===== config.mk =====
export PLATFORM = sky130hd
export DESIGN_NAME = dmem_arbiter_flat
export DESIGN_NICKNAME = d
export VERILOG_FILES = /design/src/rtl/dmem_arbiter_if.sv /design/src/rtl/dmem_arbiter.sv /design/src/flat_wrapper.sv
export SDC_FILE = /design/constraint.sdc
export NUM_CORES = 1
export LEC_CHECK = 0
export BUFFER_PORTS_ARGS = -buffer_cell sky130_fd_sc_hd__buf_4
export CAP_MARGIN = 40
export CORE_ASPECT_RATIO = 0.7
export CORE_MARGIN = 2
export CORE_UTILIZATION = 45
export CTS_CLUSTER_SIZE = 25
export DETAILED_ROUTE_END_ITERATION = 10
export GPL_ROUTABILITY_DRIVEN = 1
export GPL_TIMING_DRIVEN = 0
export PLACE_DENSITY_LB_ADDON = 0.1
export SLEW_MARGIN = 25
export SYNTH_ARGS = -nofsm -noshare
export SYNTH_HDL_FRONTEND = slang
export SYNTH_SLANG_ARGS = --single-unit

===== constraint.sdc =====
create_clock -name Clk -period 1.5 [get_ports Clk]
set_input_delay 0.15 -clock Clk [delete_from_list [all_inputs] [get_ports Clk]]
set_output_delay 0.15 -clock Clk [all_outputs]
set_load 0.05 [all_outputs]

===== src/rtl/dmem_arbiter_if.sv =====
// ---------------------------------------------------------------------------
// dmem_arbiter_if
// Bundles the two requester handshakes and the data-memory bus that
// dmem_arbiter sits between.
//
// Handshake (both requesters): a requester raises ReqN with WeN/AddrN/WdataN
// and holds all four stable until it sees GntN high. GntN is high for exactly
// one cycle, which is the cycle the memory access is performed. A requester
// may keep ReqN high through the GntN cycle to queue another access. For a
// read, RvalidN pulses for one cycle right after GntN, and RdataN holds the
// data until the next read by the same requester.
//
// Signals:
//   Req0/We0/Addr0/Wdata0   requester 0 request (core load/store path)
//   Gnt0/Rvalid0/Rdata0     requester 0 grant and read return
//   Req1/We1/Addr1/Wdata1   requester 1 request (loader / debug port)
//   Gnt1/Rvalid1/Rdata1     requester 1 grant and read return
//   Lock0/Lock1             bus lock requests (only with DMEM_ARB_LOCK_EN)
//   MemWriteEn/MemToReg/MemAddr/MemWdata  drive the single-port data memory
//   MemRdata                data memory read port
//   dbg_state_o             arbiter FSM state (0 = IDLE, 1 = ACCESS)
//
// Modports: slave = the arbiter, master = requesters plus memory.
// Optional macro: DMEM_ARB_LOCK_EN adds Lock0/Lock1.
// ---------------------------------------------------------------------------
interface dmem_arbiter_if #(
    parameter int ADDR_W = 8,
    parameter int DATA_W = 8
);
    logic              Req0;
    logic              We0;
    logic [ADDR_W-1:0] Addr0;
    logic [DATA_W-1:0] Wdata0;
    logic              Gnt0;
    logic              Rvalid0;
    logic [DATA_W-1:0] Rdata0;

    logic              Req1;
    logic              We1;
    logic [ADDR_W-1:0] Addr1;
    logic [DATA_W-1:0] Wdata1;
    logic              Gnt1;
    logic              Rvalid1;
    logic [DATA_W-1:0] Rdata1;

`ifdef DMEM_ARB_LOCK_EN
    logic              Lock0;
    logic              Lock1;
`endif

    logic              MemWriteEn;
    logic              MemToReg;
    logic [ADDR_W-1:0] MemAddr;
    logic [DATA_W-1:0] MemWdata;
    logic [DATA_W-1:0] MemRdata;

    logic              dbg_state_o;

    modport slave (
        input  Req0, We0, Addr0, Wdata0,
        input  Req1, We1, Addr1, Wdata1,
`ifdef DMEM_ARB_LOCK_EN
        input  Lock0, Lock1,
`endif
        input  MemRdata,
        output Gnt0, Rvalid0, Rdata0,
        output Gnt1, Rvalid1, Rdata1,
        output MemWriteEn, MemToReg, MemAddr, MemWdata,
        output dbg_state_o
    );

    modport master (
        output Req0, We0, Addr0, Wdata0,
        output Req1, We1, Addr1, Wdata1,
`ifdef DMEM_ARB_LOCK_EN
        output Lock0, Lock1,
`endif
        output MemRdata,
        input  Gnt0, Rvalid0, Rdata0,
        input  Gnt1, Rvalid1, Rdata1,
        input  MemWriteEn, MemToReg, MemAddr, MemWdata,
        input  dbg_state_o
    );
endinterface


===== src/rtl/dmem_arbiter.sv =====
// ---------------------------------------------------------------------------
// dmem_arbiter
// Two-requester round-robin arbiter and sequencer for the 256x8 single-port
// data memory. One access at a time: an IDLE cycle samples the requests and
// captures the winner's command, the following ACCESS cycle drives the
// memory and pulses the winner's grant. Read data is registered at the end of
// ACCESS into the owner's Rdata register together with a one-cycle Rvalid.
//
// Ports:
//   Clk    system clock, rising edge
//   Reset  asynchronous, active-high reset
//   bus    dmem_arbiter_if.slave (requester handshakes + memory bus)
//
// Optional macro: DMEM_ARB_LOCK_EN. When defined, a winner that requests
// Lock keeps exclusive access until it is granted an access with Lock low.
// ---------------------------------------------------------------------------
module dmem_arbiter #(
    parameter int ADDR_W = 8,
    parameter int DATA_W = 8
) (
    input  logic           Clk,
    input  logic           Reset,
    dmem_arbiter_if.slave  bus
);
    typedef enum logic {
        ST_IDLE   = 1'b0,
        ST_ACCESS = 1'b1
    } state_e;

    state_e            state_q, state_d;
    logic              last_gnt_q, last_gnt_d;
    logic              owner_q, owner_d;
    logic              we_q, we_d;
    logic [ADDR_W-1:0] addr_q, addr_d;
    logic [DATA_W-1:0] wdata_q, wdata_d;
    logic              rvalid0_q, rvalid0_d;
    logic              rvalid1_q, rvalid1_d;
    logic [DATA_W-1:0] rdata0_q, rdata0_d;
    logic [DATA_W-1:0] rdata1_q, rdata1_d;
`ifdef DMEM_ARB_LOCK_EN
    logic              locked_q, locked_d;
    logic              lock_owner_q, lock_owner_d;
`endif

    logic              elig0, elig1;
    logic              winner;
    logic              gnt0, gnt1;
    logic              mem_we, mem_to_reg;
    logic [ADDR_W-1:0] mem_addr;
    logic [DATA_W-1:0] mem_wdata;

    always_ff @(posedge Clk or posedge Reset) begin
        if (Reset) begin
            state_q    <= ST_IDLE;
            last_gnt_q <= 1'b1;   // requester 0 wins the first tie
            owner_q    <= 1'b0;
            we_q       <= 1'b0;
            addr_q     <= '0;
            wdata_q    <= '0;
            rvalid0_q  <= 1'b0;
            rvalid1_q  <= 1'b0;
            rdata0_q   <= '0;
            rdata1_q   <= '0;
`ifdef DMEM_ARB_LOCK_EN
            locked_q     <= 1'b0;
            lock_owner_q <= 1'b0;
`endif
        end else begin
            state_q    <= state_d;
            last_gnt_q <= last_gnt_d;
            owner_q    <= owner_d;
            we_q       <= we_d;
            addr_q     <= addr_d;
            wdata_q    <= wdata_d;
            rvalid0_q  <= rvalid0_d;
            rvalid1_q  <= rvalid1_d;
            rdata0_q   <= rdata0_d;
            rdata1_q   <= rdata1_d;
`ifdef DMEM_ARB_LOCK_EN
            locked_q     <= locked_d;
            lock_owner_q <= lock_owner_d;
`endif
        end
    end

    always_comb begin
        state_d    = state_q;
        last_gnt_d = last_gnt_q;
        owner_d    = owner_q;
        we_d       = we_q;
        addr_d     = addr_q;
        wdata_d    = wdata_q;
        rvalid0_d  = 1'b0;
        rvalid1_d  = 1'b0;
        rdata0_d   = rdata0_q;
        rdata1_d   = rdata1_q;
        gnt0       = 1'b0;
        gnt1       = 1'b0;
        mem_we     = 1'b0;
        mem_to_reg = 1'b0;
        mem_addr   = '0;
        mem_wdata  = '0;

        elig0 = bus.Req0;
        elig1 = bus.Req1;
`ifdef DMEM_ARB_LOCK_EN
        locked_d     = locked_q;
        lock_owner_d = lock_owner_q;
        // While locked, the other requester is simply invisible to arbitration.
        if (locked_q) begin
            elig0 = bus.Req0 & ~lock_owner_q;
            elig1 = bus.Req1 &  lock_owner_q;
        end
`endif
        // A tie goes to whoever did not win last; otherwise the lone requester.
        winner = (elig0 && elig1) ? ~last_gnt_q : elig1;

        case (state_q)
            ST_IDLE: begin
                if (elig0 || elig1) begin
                    state_d    = ST_ACCESS;
                    owner_d    = winner;
                    last_gnt_d = winner;
                    we_d       = winner ? bus.We1    : bus.We0;
                    addr_d     = winner ? bus.Addr1  : bus.Addr0;
                    wdata_d    = winner ? bus.Wdata1 : bus.Wdata0;
`ifdef DMEM_ARB_LOCK_EN
                    // A beat with Lock low is the final beat of a locked burst.
                    locked_d     = winner ? bus.Lock1 : bus.Lock0;
                    lock_owner_d = winner;
`endif
                end
            end
            ST_ACCESS: begin
                state_d    = ST_IDLE;
                gnt0       = ~owner_q;
                gnt1       = owner_q;
                mem_addr   = addr_q;
                mem_we     = we_q;
                mem_to_reg = ~we_q;
                mem_wdata  = we_q ? wdata_q : '0;
                if (!we_q) begin
                    if (owner_q) begin
                        rvalid1_d = 1'b1;
                        rdata1_d  = bus.MemRdata;
                    end else begin
                        rvalid0_d = 1'b1;
                        rdata0_d  = bus.MemRdata;
                    end
                end
            end
            default: state_d = ST_IDLE;
        endcase
    end

    // Memory controls decode straight from the state register so an
    // asynchronous reset removes MemWriteEn without waiting for a clock.
    assign bus.Gnt0        = gnt0;
    assign bus.Gnt1        = gnt1;
    assign bus.Rvalid0     = rvalid0_q;
    assign bus.Rvalid1     = rvalid1_q;
    assign bus.Rdata0      = rdata0_q;
    assign bus.Rdata1      = rdata1_q;
    assign bus.MemWriteEn  = mem_we;
    assign bus.MemToReg    = mem_to_reg;
    assign bus.MemAddr     = mem_addr;
    assign bus.MemWdata    = mem_wdata;
    assign bus.dbg_state_o = (state_q == ST_ACCESS);
endmodule

===== src/flat_wrapper.sv =====
// flat-port wrapper written by rule: the top's interface ports become plain ports
module dmem_arbiter_flat 
#(
    parameter int ADDR_W = 8,
    parameter int DATA_W = 8
)
  (Clk, Reset, bus_Req0, bus_We0, bus_Addr0, bus_Wdata0, bus_Req1, bus_We1, bus_Addr1, bus_Wdata1, bus_MemRdata, bus_Gnt0, bus_Rvalid0, bus_Rdata0, bus_Gnt1, bus_Rvalid1, bus_Rdata1, bus_MemWriteEn, bus_MemToReg, bus_MemAddr, bus_MemWdata, bus_dbg_state_o);
  dmem_arbiter_if #(.ADDR_W(ADDR_W), .DATA_W(DATA_W)) bus_i ();
  input  logic Clk;
  input  logic Reset;
  input wire logic [$bits(bus_i.Req0)-1:0] bus_Req0;
  input wire logic [$bits(bus_i.We0)-1:0] bus_We0;
  input wire logic [$bits(bus_i.Addr0)-1:0] bus_Addr0;
  input wire logic [$bits(bus_i.Wdata0)-1:0] bus_Wdata0;
  input wire logic [$bits(bus_i.Req1)-1:0] bus_Req1;
  input wire logic [$bits(bus_i.We1)-1:0] bus_We1;
  input wire logic [$bits(bus_i.Addr1)-1:0] bus_Addr1;
  input wire logic [$bits(bus_i.Wdata1)-1:0] bus_Wdata1;
  input wire logic [$bits(bus_i.MemRdata)-1:0] bus_MemRdata;
  output wire logic [$bits(bus_i.Gnt0)-1:0] bus_Gnt0;
  output wire logic [$bits(bus_i.Rvalid0)-1:0] bus_Rvalid0;
  output wire logic [$bits(bus_i.Rdata0)-1:0] bus_Rdata0;
  output wire logic [$bits(bus_i.Gnt1)-1:0] bus_Gnt1;
  output wire logic [$bits(bus_i.Rvalid1)-1:0] bus_Rvalid1;
  output wire logic [$bits(bus_i.Rdata1)-1:0] bus_Rdata1;
  output wire logic [$bits(bus_i.MemWriteEn)-1:0] bus_MemWriteEn;
  output wire logic [$bits(bus_i.MemToReg)-1:0] bus_MemToReg;
  output wire logic [$bits(bus_i.MemAddr)-1:0] bus_MemAddr;
  output wire logic [$bits(bus_i.MemWdata)-1:0] bus_MemWdata;
  output wire logic [$bits(bus_i.dbg_state_o)-1:0] bus_dbg_state_o;
  assign bus_i.Req0 = bus_Req0;
  assign bus_i.We0 = bus_We0;
  assign bus_i.Addr0 = bus_Addr0;
  assign bus_i.Wdata0 = bus_Wdata0;
  assign bus_i.Req1 = bus_Req1;
  assign bus_i.We1 = bus_We1;
  assign bus_i.Addr1 = bus_Addr1;
  assign bus_i.Wdata1 = bus_Wdata1;
  assign bus_i.MemRdata = bus_MemRdata;
  assign bus_Gnt0 = bus_i.Gnt0;
  assign bus_Rvalid0 = bus_i.Rvalid0;
  assign bus_Rdata0 = bus_i.Rdata0;
  assign bus_Gnt1 = bus_i.Gnt1;
  assign bus_Rvalid1 = bus_i.Rvalid1;
  assign bus_Rdata1 = bus_i.Rdata1;
  assign bus_MemWriteEn = bus_i.MemWriteEn;
  assign bus_MemToReg = bus_i.MemToReg;
  assign bus_MemAddr = bus_i.MemAddr;
  assign bus_MemWdata = bus_i.MemWdata;
  assign bus_dbg_state_o = bus_i.dbg_state_o;
  dmem_arbiter #(.ADDR_W(ADDR_W), .DATA_W(DATA_W)) u_core (.Clk(Clk), .Reset(Reset), .bus(bus_i));
endmodule

==> impl_results.md <==
- Via density: approximately 4.9
- Hold Path Cell Cnt: 2
- Num CTS Buffers: 5
- Share of layout cells above drive strength 1: just over 50%
- Chip height: about 55 um
- Setup crit start: u_core.bus.dbg_state_o
- Synth Instances: 164
- Mapped Area: about 1700 um^2
- CP endpoint: bus_MemAddr[1]
- CP Class: flop to output pin
- CTS tree: built
- Synthesized Nets: 210
- Tmin final: around 1.4 ns
- Critical path data arrival time: approximately 1.3 ns
- Commonest non-fill, non-tap cell in the layout: buf_4
- Avg Inst Size Synth: between 10 and 15 um^2
- Setup ws final: between 0.07 and 0.08 ns
- Synth area leaders: dfrtp_1 54%, mux2_2 11%, nand2_1 7.5%
- Overall Power: ~0.0048 W
- Required @ worst endpoint: between 1 and 1.5 ns
- Deepest clock path buffer count: 2
- Sequential fraction of the synthesis area: 56.0%
- GRT Resource Usage Total: 20.7%
- Unrepaired setup endpoints after global routing: no
- Ant diodes: 0
- Drt total wl: 4100 um
- Routed vias: 1499
- Synth top area share: between 50% and 60%
- Cell Rows: 18
- Fmax: approximately 700 MHz
- Leakage: 1.30 nW
- Fin crit share: a little over nine tenths
- Grt ovf: 0
- Startpoint class of the critical path: flop
- Worst reg2reg path startpoint: u_core.bus.dbg_state_o
- Max cap viols: 0
- Largest net degree at the start of global routing: 24
- Initial antenna violation count: 0
- Synth cell types: 22
- Hold Fails Final Rpt: 0
- Worst vdd ir: about 0.0014 V
- Port bufs: 84
- CTS H-tree lvls: 2
- Number of global-route vias before repair: 1438
- Outcome: complete, no violations
- Worst hold path type: input port to flop
- FF-to-FF End: u_core.bus.Rdata0[7]
- Yosys reg bits: 38
- Die width: slightly below 80 um
- Rel. slew slack: between 70 and 80%
- Sink Count: 38
- Hold_ws: ~0.045 ns
- Reg2Reg Depth: 5
- Crit path max fanout: 10
- WL per Instance: 13.3 um
- Final core occ: 72.2%
- Post-DRT Antenna Nets: 0
- Final Wtd Congestion: ~0.75
- Initial Util: 47.4%
- Worst Setup End Kind: output pin
- Worst-path clk slew: around 0.070 ns
- Initial DRC Count: 42
- Synth Warn #: 0
- Worst-Margin Slew: about 0.41 ns
- Clock latency on the worst-skew pair: between 0.2 and 0.3 ns
- Io pins: 85
- Core area: 3580 um^2
- Synth area leader: dfrtp_1
- Reg-to-reg setup timing slack: 0.13 ns
- Die Area: about 4300 um^2
- DRC: 0
- Slew Limit Fails: 0
- Clock Skew: around 0.0017 ns
- Drt pass-1 iters: 4
- Nets@finish: 304
- First-pass GRT wire length: about 7000 um
- Post-Place Cells: between 200 and 300
- Pre-CTS WS: a little under 0.05 ns
- Clk root buf: clkbuf_8
- Post-Layout Cell Count: 309
- HPWL after DPL: 3010 um
- Setup violations, final: 0
- Power Dens Cells: between 1500 and 2000 nW/um^2
- Commonest cells after routing, fill and taps aside: 88 x buf_4, 36 x dfrtp_1, 34 x nand2_1, 18 x a31oi_1, 17 x nor2_1
- Area grow syn2layout: 52.1%
[repair_timing]
action / 4_1_cts / 5_1_grt
setup buffers: 0 / 2
gates resized for setup: 3 / 7
hold buffers: 1 / 0
cloned: 0 / 0
endpoints found under the setup margin: 19 / 25
pin swaps: 0 / 1
hold endpoints to repair: 14 / 0
[layout make-up]
cell class                 instances  area (um^2)
clock inverter                     3         40.0
multi-input combinational        112          681
inverter                           4         15.0
sequential                        38          953
timing repair buffer              88          703
fill                             269          997
buffer                             9         60.1
tap                               50         62.6
clock buffer                       5         68.8
[worst min path at each step]
stage,slack (ns),from,to
floorplan,0.22,bus_Req0,u_core.last_gnt_q
global placement,0.35,bus_Req0,u_core.last_gnt_q
global route,0.05,bus_Req0,u_core.last_gnt_q
detailed placement,0.16,Reset,u_core.bus.Rdata1[4]
finish,0.05,bus_Req0,u_core.last_gnt_q
CTS,0.04,bus_Req0,u_core.last_gnt_q
[cells in the mapped netlist (all sizes together)]
master	count
dfrtp	37
nor2b	1
nor2	17
a31oi	18
a21bo	1
nand2	35
nor3	1
inv	4
a21boi	1
o21ba	1
buf	7
dfstp	1
and2	10
and3	8
clkbuf	3
and2b	1
a21oi	1
o22ai	1
mux2	16
[metal layers]
metal	track usage (%)	share of wire (%)
met5	0	0
met4	7.65	1.4
met3	6.70	7.7
met1	27.7	44
met2	31.4	47
[kinds of logic (layout without fill, tap and decap cells)]
| family | Yosys count | count (layout) | synth area share [%] |
|---|---|---|---|
| compound gates | 23 | 23 | 9.13 |
| mux | 16 | 16 | 10.6 |
| buf+inv | 14 | 109 | 4.20 |
| flops | 38 | 38 | 56.0 |
| simple gates | 73 | 73 | 20.0 |
[metrics by stage]
stage	instance area [um^2]	setup TNS, ns
after floorplan	1710	0
final	2580	0
after global routing	2580	0
after detailed placement	2430	0
after global placement	2400	-1.39
after CTS	2550	0
[sequential cells by signal, indices dropped and copies added, names as in the netlist, 8 cells and up]
signal and flops:
u_core.addr_q 8, u_core.bus.Rdata1 8, u_core.wdata_q 8, u_core.bus.Rdata0 8
[worst max-delay path, cell delays in order, from the launching register on]
cell and delay, ns:
dfrtp_2 0.43, clkbuf_2 0.18, and2_1 0.19, buf_4 0.18
[power by group]
group | internal [W] | switching (W) | total (W)
clock | 0.000489 | 0.000358 | 0.000847
sequential | 0.00138 | 0.000189 | 0.00157
combinational | 0.000851 | 0.00158 | 0.00243
total | 0.00272 | 0.00213 | 0.00485
Note: power is estimated with default switching activity, not from simulation.
